===== src/rtl/regfile_wb_arbiter.sv =====
// Writeback arbiter for the 32x32 register file. It owns the single write
// port. After reset it clears x1..x31, then shares the port between NUM_REQ
// writeback requesters using round-robin arbitration with valid/ready handshakes.
module regfile_wb_arbiter #(
  parameter int NUM_REQ        = 3,
  parameter bit CLEAR_ON_RESET = 1'b1
) (
  input  logic                  clk,
  input  logic                  rstn,
  input  logic [NUM_REQ-1:0]    req_valid,
  input  logic [5*NUM_REQ-1:0]  req_addr,
  input  logic [32*NUM_REQ-1:0] req_data,
  output logic [NUM_REQ-1:0]    req_ready,
  output logic                  rf_we,
  output logic [4:0]            rf_addr,
  output logic [31:0]           rf_wdata,
  output logic                  init_done,
  output logic [2:0]            grant_id
);

  typedef enum logic {S_CLEAR, S_ARB} state_e;

  localparam state_e     RST_STATE = CLEAR_ON_RESET ? S_CLEAR : S_ARB;
  localparam logic [2:0] RST_PTR   = 3'(NUM_REQ - 1);

  state_e      state_q, state_d;
  logic [4:0]  clr_cnt_q, clr_cnt_d;
  logic [2:0]  ptr_q, ptr_d;
  logic        rf_we_q, rf_we_d;
  logic [4:0]  rf_addr_q, rf_addr_d;
  logic [31:0] rf_wdata_q, rf_wdata_d;
  logic        init_done_q, init_done_d;
  logic [2:0]  grant_id_q, grant_id_d;

  logic        gnt_vld;
  logic [2:0]  gnt_idx;
  logic [4:0]  gnt_addr;
  logic [31:0] gnt_data;

  // Round-robin pick: scan from ptr+1 with wrap, and grant the first valid requester.
  // A grant is possible only after init_done. This keeps the port closed for the
  // whole clear and for the first cycle after reset when no clear runs.
  always_comb begin
    gnt_vld   = 1'b0;
    gnt_idx   = '0;
    gnt_addr  = '0;
    gnt_data  = '0;
    req_ready = '0;
    if (state_q == S_ARB && init_done_q) begin
      for (int k = 1; k <= NUM_REQ; k++) begin
        for (int i = 0; i < NUM_REQ; i++) begin
          if (!gnt_vld && i == (int'(ptr_q) + k) % NUM_REQ && req_valid[i]) begin
            gnt_vld      = 1'b1;
            gnt_idx      = 3'(i);
            gnt_addr     = req_addr[5*i +: 5];
            gnt_data     = req_data[32*i +: 32];
            req_ready[i] = 1'b1;
          end
        end
      end
    end
  end

  // Next-state logic: the clear walks x1..x31, then the arbiter moves one granted write per cycle.
  always_comb begin
    state_d     = state_q;
    clr_cnt_d   = clr_cnt_q;
    ptr_d       = ptr_q;
    rf_we_d     = 1'b0;
    rf_addr_d   = rf_addr_q;
    rf_wdata_d  = rf_wdata_q;
    init_done_d = init_done_q;
    grant_id_d  = grant_id_q;
    unique case (state_q)
      S_CLEAR: begin
        rf_we_d    = 1'b1;
        rf_addr_d  = clr_cnt_q;
        rf_wdata_d = '0;
        clr_cnt_d  = clr_cnt_q + 5'd1;
        if (clr_cnt_q == 5'd31) begin
          state_d     = S_ARB;
          init_done_d = 1'b1;
        end
      end
      S_ARB: begin
        init_done_d = 1'b1;
        if (gnt_vld) begin
          // A write to x0 is consumed (the pointer advances) but never reaches the file.
          rf_we_d    = (gnt_addr != 5'd0);
          rf_addr_d  = gnt_addr;
          rf_wdata_d = gnt_data;
          grant_id_d = gnt_idx;
          ptr_d      = gnt_idx;
        end
      end
      default: state_d = RST_STATE;
    endcase
  end

  // State and output registers. Reset drops rf_we at once and restarts the clear from x1.
  always_ff @(posedge clk or negedge rstn) begin
    if (!rstn) begin
      state_q     <= RST_STATE;
      clr_cnt_q   <= 5'd1;
      ptr_q       <= RST_PTR;
      rf_we_q     <= 1'b0;
      rf_addr_q   <= '0;
      rf_wdata_q  <= '0;
      init_done_q <= 1'b0;
      grant_id_q  <= '0;
    end else begin
      state_q     <= state_d;
      clr_cnt_q   <= clr_cnt_d;
      ptr_q       <= ptr_d;
      rf_we_q     <= rf_we_d;
      rf_addr_q   <= rf_addr_d;
      rf_wdata_q  <= rf_wdata_d;
      init_done_q <= init_done_d;
      grant_id_q  <= grant_id_d;
    end
  end

  assign rf_we     = rf_we_q;
  assign rf_addr   = rf_addr_q;
  assign rf_wdata  = rf_wdata_q;
  assign init_done = init_done_q;
  assign grant_id  = grant_id_q;

endmodule


===== config.mk =====
export PLATFORM = sky130hd
export DESIGN_NAME = regfile_wb_arbiter
export DESIGN_NICKNAME = d
export VERILOG_FILES = /design/src/rtl/regfile_wb_arbiter.sv
export SDC_FILE = /design/constraint.sdc
export NUM_CORES = 1
export LEC_CHECK = 0
export CORE_MARGIN = 5
export CORE_UTILIZATION = 45
export DETAILED_ROUTE_END_ITERATION = 8
export GPL_ROUTABILITY_DRIVEN = 0
export PLACE_DENSITY = 0.95
export SKIP_CTS_REPAIR_TIMING = 1
export SLEW_MARGIN = 20
export SYNTH_ARGS = -nofsm -noshare
export SYNTH_HDL_FRONTEND = slang
export SYNTH_SLANG_ARGS = --single-unit

===== constraint.sdc =====
create_clock -name clk -period 4 [get_ports clk]
set_input_delay 0.6 -clock clk [delete_from_list [all_inputs] [get_ports clk]]
set_output_delay 0.6 -clock clk [all_outputs]
set_load 0.005 [all_outputs]

# [Yosys cells after proc, flatten, opt, wreduce, memory -nomap -nowiden]
# Index checks and enable logic that the tools add are counted.
[classes] bitwise=1 shift=0 div_mod_pow=3 reduce_logical=31 eq_ne=9 magnitude_cmp=0 mux=66 addsub=4 n_mul=0
[ops] operator="$mux 32" count=11
[ops] operator="$eq 2x32->1 const A" count=3
[ops] operator="$eq 3x32->1 const A" count=3
[ops] operator="$logic_not 32->1" count=3
[ops] operator="$mod 32x3->32 const B" count=3
[ops] operator="$pmux 32 s2" count=1
[ops] operator="$mux 5" count=11
[ops] operator="$mux 1" count=31
[ops] operator="$mux 3" count=9
[ops] operator="$logic_and 1x1->1" count=18
[ops] operator="$pmux 5 s2" count=1
[ops] operator="$add 3x2->4 const B" count=2
[ops] operator="$logic_not 1->1" count=8
[ops] operator="$add 5x1->5 const B" count=1
[ops] operator="$eq 5x5->1 const B" count=1
[ops] operator="$reduce_bool 5->1" count=1
[ops] operator="$add 3x1->4 const B" count=1
[ops] operator="$pmux 1 s2" count=2
[ops] operator="$ne 2x1->1 const B" count=1
[ops] operator="$ne 2x2->1 const B" count=1
[ops] operator="$reduce_and 2->1" count=1
[ops] operator="$not 1->1" count=1
[word_totals] in_bits=116 latchBits=0 mem_bits_ro=0 ramBits=0 elab_cells=122 mem_count=0 ff_bits=51

# [Depth between registers and ports, before layout]
[logic_depth] word_depth=49 mapped_depth=12

# [Worst setup path before layout]
# Ideal clock, no wire load.
[synth_timing] path_kind="register to output" start="register ptr_q[1]" end="output req_ready[2]" setup_slack_ns=1.713 n_path_buf=1 stages_incl_launch_ff=8 t_arrival_ns=1.687 t_required_ns=3.400 path_cell_list="dfstp_2 ha_1 nor2b_1 a21o_1 buf_2 and2_1 o21ai_0 inv_1"
[synth_via] elab_chain_len=46 word_cells_on_any_way=60 cone_classes="3 x add/sub; 3 x div; 6 x eq/ne; 20 x mux; 28 x reduce/logical"
[synth_lines] item="from (decl)" line="28" rtl="logic [2:0] ptr_q, ptr_d;"
[synth_lines] item="from (signal assigned)" line="114" rtl="ptr_q <= ptr_d;"
[synth_lines] item="$add 3x1->4" line="52" rtl="if (!gnt_vld && i == (int'(ptr_q) + k) % NUM_REQ && req_valid[i]) begin"
[synth_lines] item="$mod 32x3->32" line="52"
[synth_lines] item="$logic_not 32->1" line="52"
[synth_lines] item="$logic_and 1x1->1" line="52"
[synth_lines] item="$mux 1" line="52"
[synth_lines] item="$mux 1" line="49" rtl="if (state_q == S_ARB && init_done_q) begin"
[synth_lines] item="$logic_not 1->1" line="52"
[synth_lines] item="$logic_and 1x1->1 (2 in series)" line="52"
[synth_lines] item="[... 27 more ...]"
[synth_lines] item="$logic_not 1->1" line="52"
[synth_lines] item="$logic_and 1x1->1 (2 in series)" line="52"
[synth_lines] item="$mux 1" line="52"
[synth_lines] item="$mux 1" line="49"
[synth_lines] item="$logic_not 1->1" line="52"
[synth_lines] item="$logic_and 1x1->1 (2 in series)" line="52"
[synth_lines] item="$mux 1 *" line="52"
[synth_lines] item="$mux 3 *" line="49"
[synth_lines] item="to (decl)" line="13" rtl="output logic [NUM_REQ-1:0] req_ready,"
# Mark *: on every way between the ends. The rest lies on a longest branch, timed or not. The select of a mux whose other input is x is not followed.

# [Final worst setup path]
[layout_timing] start="input req_valid[2]" end="output req_ready[2]"
[layout_via] elab_chain_len=33 word_cells_on_any_way=35 cone_classes="16 x mux; 19 x reduce/logical"
[layout_lines] item="from (decl)" line="10" rtl="input logic [NUM_REQ-1:0] req_valid,"
[layout_lines] item="$logic_and 1x1->1" line="52"
[layout_lines] item="$mux 1" line="52"
[layout_lines] item="$mux 1" line="49"
[layout_lines] item="$logic_not 1->1" line="52"
[layout_lines] item="$logic_and 1x1->1 (2 in series)" line="52"
[layout_lines] item="$mux 1" line="52"
[layout_lines] item="$mux 1" line="49"
[layout_lines] item="$logic_not 1->1" line="52"
[layout_lines] item="[... 14 more ...]"
[layout_lines] item="$logic_not 1->1" line="52"
[layout_lines] item="$logic_and 1x1->1 (2 in series)" line="52"
[layout_lines] item="$mux 1" line="52"
[layout_lines] item="$mux 1" line="49"
[layout_lines] item="$logic_not 1->1" line="52"
[layout_lines] item="$logic_and 1x1->1 (2 in series)" line="52"
[layout_lines] item="$mux 1 *" line="52"
[layout_lines] item="$mux 3 *" line="49"
# Marks and branches as above.

==> impl_metrics.py <==
metrics = {
    "worst_setup_path": {
        "path_class": "primary input to primary output",
        "crit_path_start": "req_valid[2]",
        "path_max_fanout": 17,
        "cp.arrival_ns": 2.91,
        "cp-start-kind": "primary input",
        "endpoint_kind": "primary output",
        "required_ns": 3.40,
        "r2r-start": "ptr_q[0]$_DFFE_PN0P_",
    },
    "floorplanning": {
        "rows": 31,
        "die_h_um": 96.9,
        "die_w_um": 96.9,
        "pin_count": 161,
        "dieArea_um2": 9390,
        "coreArea_um2": 7290,
        "start_util_pct": 46.6,
    },
    "synth": {
        "ys_top_cells_by_count": "dfrtp_1, a211oi_1, o22ai_1",
        "syn_inst": 355,
        "synthFlopType": "dfrtp_1",
        "syn_area_per_cell_um2": 9.57,
        "synthArstFlopShare_pct": 100,
        "synth_area_leaders": "dfrtp_1, a211oi_1, o221ai_1, o22ai_1, o221ai_2",
        "yosys.area.top_type": "dfrtp_1",
        "netlist_area_um2": 3400,
        "yosysMostFrequentCell": "dfrtp_1",
        "ys_ff_latch": 48,
        "ys_types": 60,
        "yosys_warnings": 0,
        "syn_nets": 476,
        "synth_edf_count": 0,
        "netlist.area_leader.share_pct": 33.9,
        "ys_seq_area_share_pct": 35.4,
    },
    "pwr": {
        "p_seq_share_pct": 21.7,
        "p_sw_share_pct": 42.8,
        "vdd_drop_max_mv": 0.393,
        "p_switching_uw": 1650,
        "power_uw": 3840,
        "p_int_uw": 2190,
        "pwr-share-comb_pct": 70.7,
        "clkPwrFrac_pct": 7.6,
        "total_leakage_power_uw": 0.00191,
        "power.density_nw_per_um2": 758,
    },
    "place": {
        "dp_hpwl_um": 8900,
        "portBuffers": 159,
    },
    "clocking": {
        "cts.sinks": 48,
        "cts_max_level": 2,
        "cts_root_buf": "clkbuf_8",
        "cts.reportedPaths.clkPinSlew_ns": 0.09,
        "insertion_delay_ns": 0.29,
        "clock_path_buffers": 2,
        "cts_made_buffers": 5,
        "cts_tree": "yes",
    },
    "grt": {
        "antenna_found_initial": 0,
        "grt_max_degree": 51,
        "track_usage_pct": 24.3,
        "grt.met2_usage_pct": 43.7,
        "grt-ovfl-total": 0,
        "grt_pass1_wl_um": 19200,
        "grt_busiest_layer": "met2",
        "grt_use_met3_pct": 6.04,
        "use_met1_pct": 28.7,
        "grt_pass1_vias": 3886,
    },
    "cells_and_area": {
        "drive_gt1_share_pct": 11.4,
        "diodes": 0,
        "areaGrowthSynthToFinish_pct": 49.1,
        "fin_nets": 611,
    },
    "timing": {
        "rsz0062_at_grt": "false",
        "period_share_pct": 87.7,
        "slew_headroom_pct": 46.8,
        "hold_violations": 0,
        "skew_ns": 0.00772,
        "drv_slew": 0,
        "tns_ns": 0,
        "fmax_mhz": 285,
        "worstMarginPinSlew_ns": 0.798,
        "setup_violations": 0,
        "post-route-min-period_ns": 3.51,
    },
    "drt": {
        "wirelength_um": 12000,
        "drt-vias-per-instance": 6.36,
        "drt_iter0_drc": 175,
        "route.detailed.drc": 0,
        "firstDrtPassIters": 5,
        "wl_per_cell_um": 20.3,
        "ant_nets": 0,
        "vias": 3755,
    },
    "worst_hold_path": {
        "min_path_type": "primary input to async pin",
    },
    "status": {
        "status": "finished clean",
    },
    "job": {
        "maxCapViolCount": 0,
    },
}
-- final cells by class --
type | instances | area [um2]
Fill cell | 591 | 2230
Timing Repair Buffer | 169 | 1660
Multi-Input combinational cell | 262 | 1970
Tap cell | 99 | 124
Clock buffer | 8 | 90.1
Sequential cell | 48 | 1200
Inverter | 4 | 15.0
-- per-stage QoR --
stage	worst slack (ns)	instance area (um2)	hold WS (ns)	instances	utilization [%]
finish	0.493	5070	0.310	590	69.5
global route	0.373	5070	0.353	590	69.5
CTS	0.550	5060	0.490	590	69.4
detailed placement	0.540	4970	0.467	582	68.2
global placement	0.676	4970	0.463	582	68.2
floorplan	1.71	3400	0.304	355	-
-- routing by layer --
| metal | share of wire, % | wire length [um] |
|---|---|---|
| met5 | 0 | 0 |
| met4 | 1.9 | 229 |
| met3 | 8.8 | 1050 |
| met2 | 51 | 6090 |
| met1 | 38 | 4590 |
-- power by group through the flow --
stage | clock network [uW] | registers, uW | logic (uW)
final | 292 | 833 | 2710
after global routing | 316 | 861 | 2950
after CTS | 298 | 832 | 2720
after detailed placement | 0 | 835 | 2710
after global placement | 0 | 824 | 2600
after floorplan | 0 | 838 | 1780
-- final timing paths --
path                       slack (ns)                        to  cells past startpoint
hold / removal                   0.31    rf_addr[1]$_DFFE_PN0P_                      1
min in group clk                 0.50      ptr_q[1]$_DFFE_PN1P_                      2
max in group asynchronous        3.30  rf_wdata[15]$_DFFE_PN0P_                      1
setup / recovery                 0.49              req_ready[2]                      6
setup reg to reg                 0.85  rf_wdata[15]$_DFFE_PN0P_                     10
hold reg to reg                  0.50      ptr_q[1]$_DFFE_PN1P_                      2
-- flip-flops by register name, indices dropped and copies added, names as in the netlist --
name / count
rf_we: 1
ptr_q: 2
clr_cnt_q: 5
init_done: 1
rf_wdata: 32
rf_addr: 5
state_q: 1
grant_id: 1
-- cell usage in the layout (no fill, tap or decap), types with 3 or more instances in the layout --
| master | synthesis | routed |
|---|---|---|
| clkdlybuf4s50_1 | 0 | 158 |
| dfrtp_1 | 46 | 46 |
| a211oi_1 | 30 | 30 |
| o22ai_1 | 29 | 29 |
| o221ai_1 | 25 | 25 |
| nand3_1 | 21 | 21 |
| nand2_1 | 20 | 20 |
| a31o_1 | 17 | 17 |
| a31o_2 | 12 | 12 |
| buf_4 | 3 | 11 |
| nor2_1 | 10 | 10 |
| o221ai_2 | 10 | 10 |
| nand2b_1 | 8 | 8 |
| a21oi_1 | 6 | 6 |
| o21ai_0 | 6 | 6 |
| clkbuf_8 | 0 | 6 |
| ha_1 | 5 | 5 |
| inv_1 | 4 | 4 |
| o21ai_1 | 4 | 4 |
| and2_1 | 3 | 3 |
| a21o_1 | 3 | 3 |
| nor2b_1 | 3 | 3 |
| o22a_1 | 3 | 3 |
| a41oi_1 | 3 | 3 |
| o311ai_0 | 3 | 3 |
| xnor2_1 | 3 | 3 |
-- worst max-delay path: stages --
cell             delay (ns)
clkdlybuf4s50_1        0.85
nand4bb_1              0.31
nor2_1                 0.33
o21ai_0                0.22
inv_1                  0.09
clkdlybuf4s50_1        0.50
-- kinds of logic (layout without fill, tap and decap cells) --
kind of cell | count (synthesis) | count (layout) | synth area share, %
AOI/OAI and AO/OA | 168 | 168 | 41.1
and+or+nand+nor | 83 | 83 | 13.2
DFF | 48 | 48 | 35.4
buffers and inverters | 45 | 181 | 6.81
adders and majority gates | 5 | 5 | 1.84
xor gates and xnor gates | 3 | 3 | 0.774
muxes | 2 | 2 | 0.663
other | 1 | 1 | 0.110
Note: power is estimated with default switching activity, not from simulation.
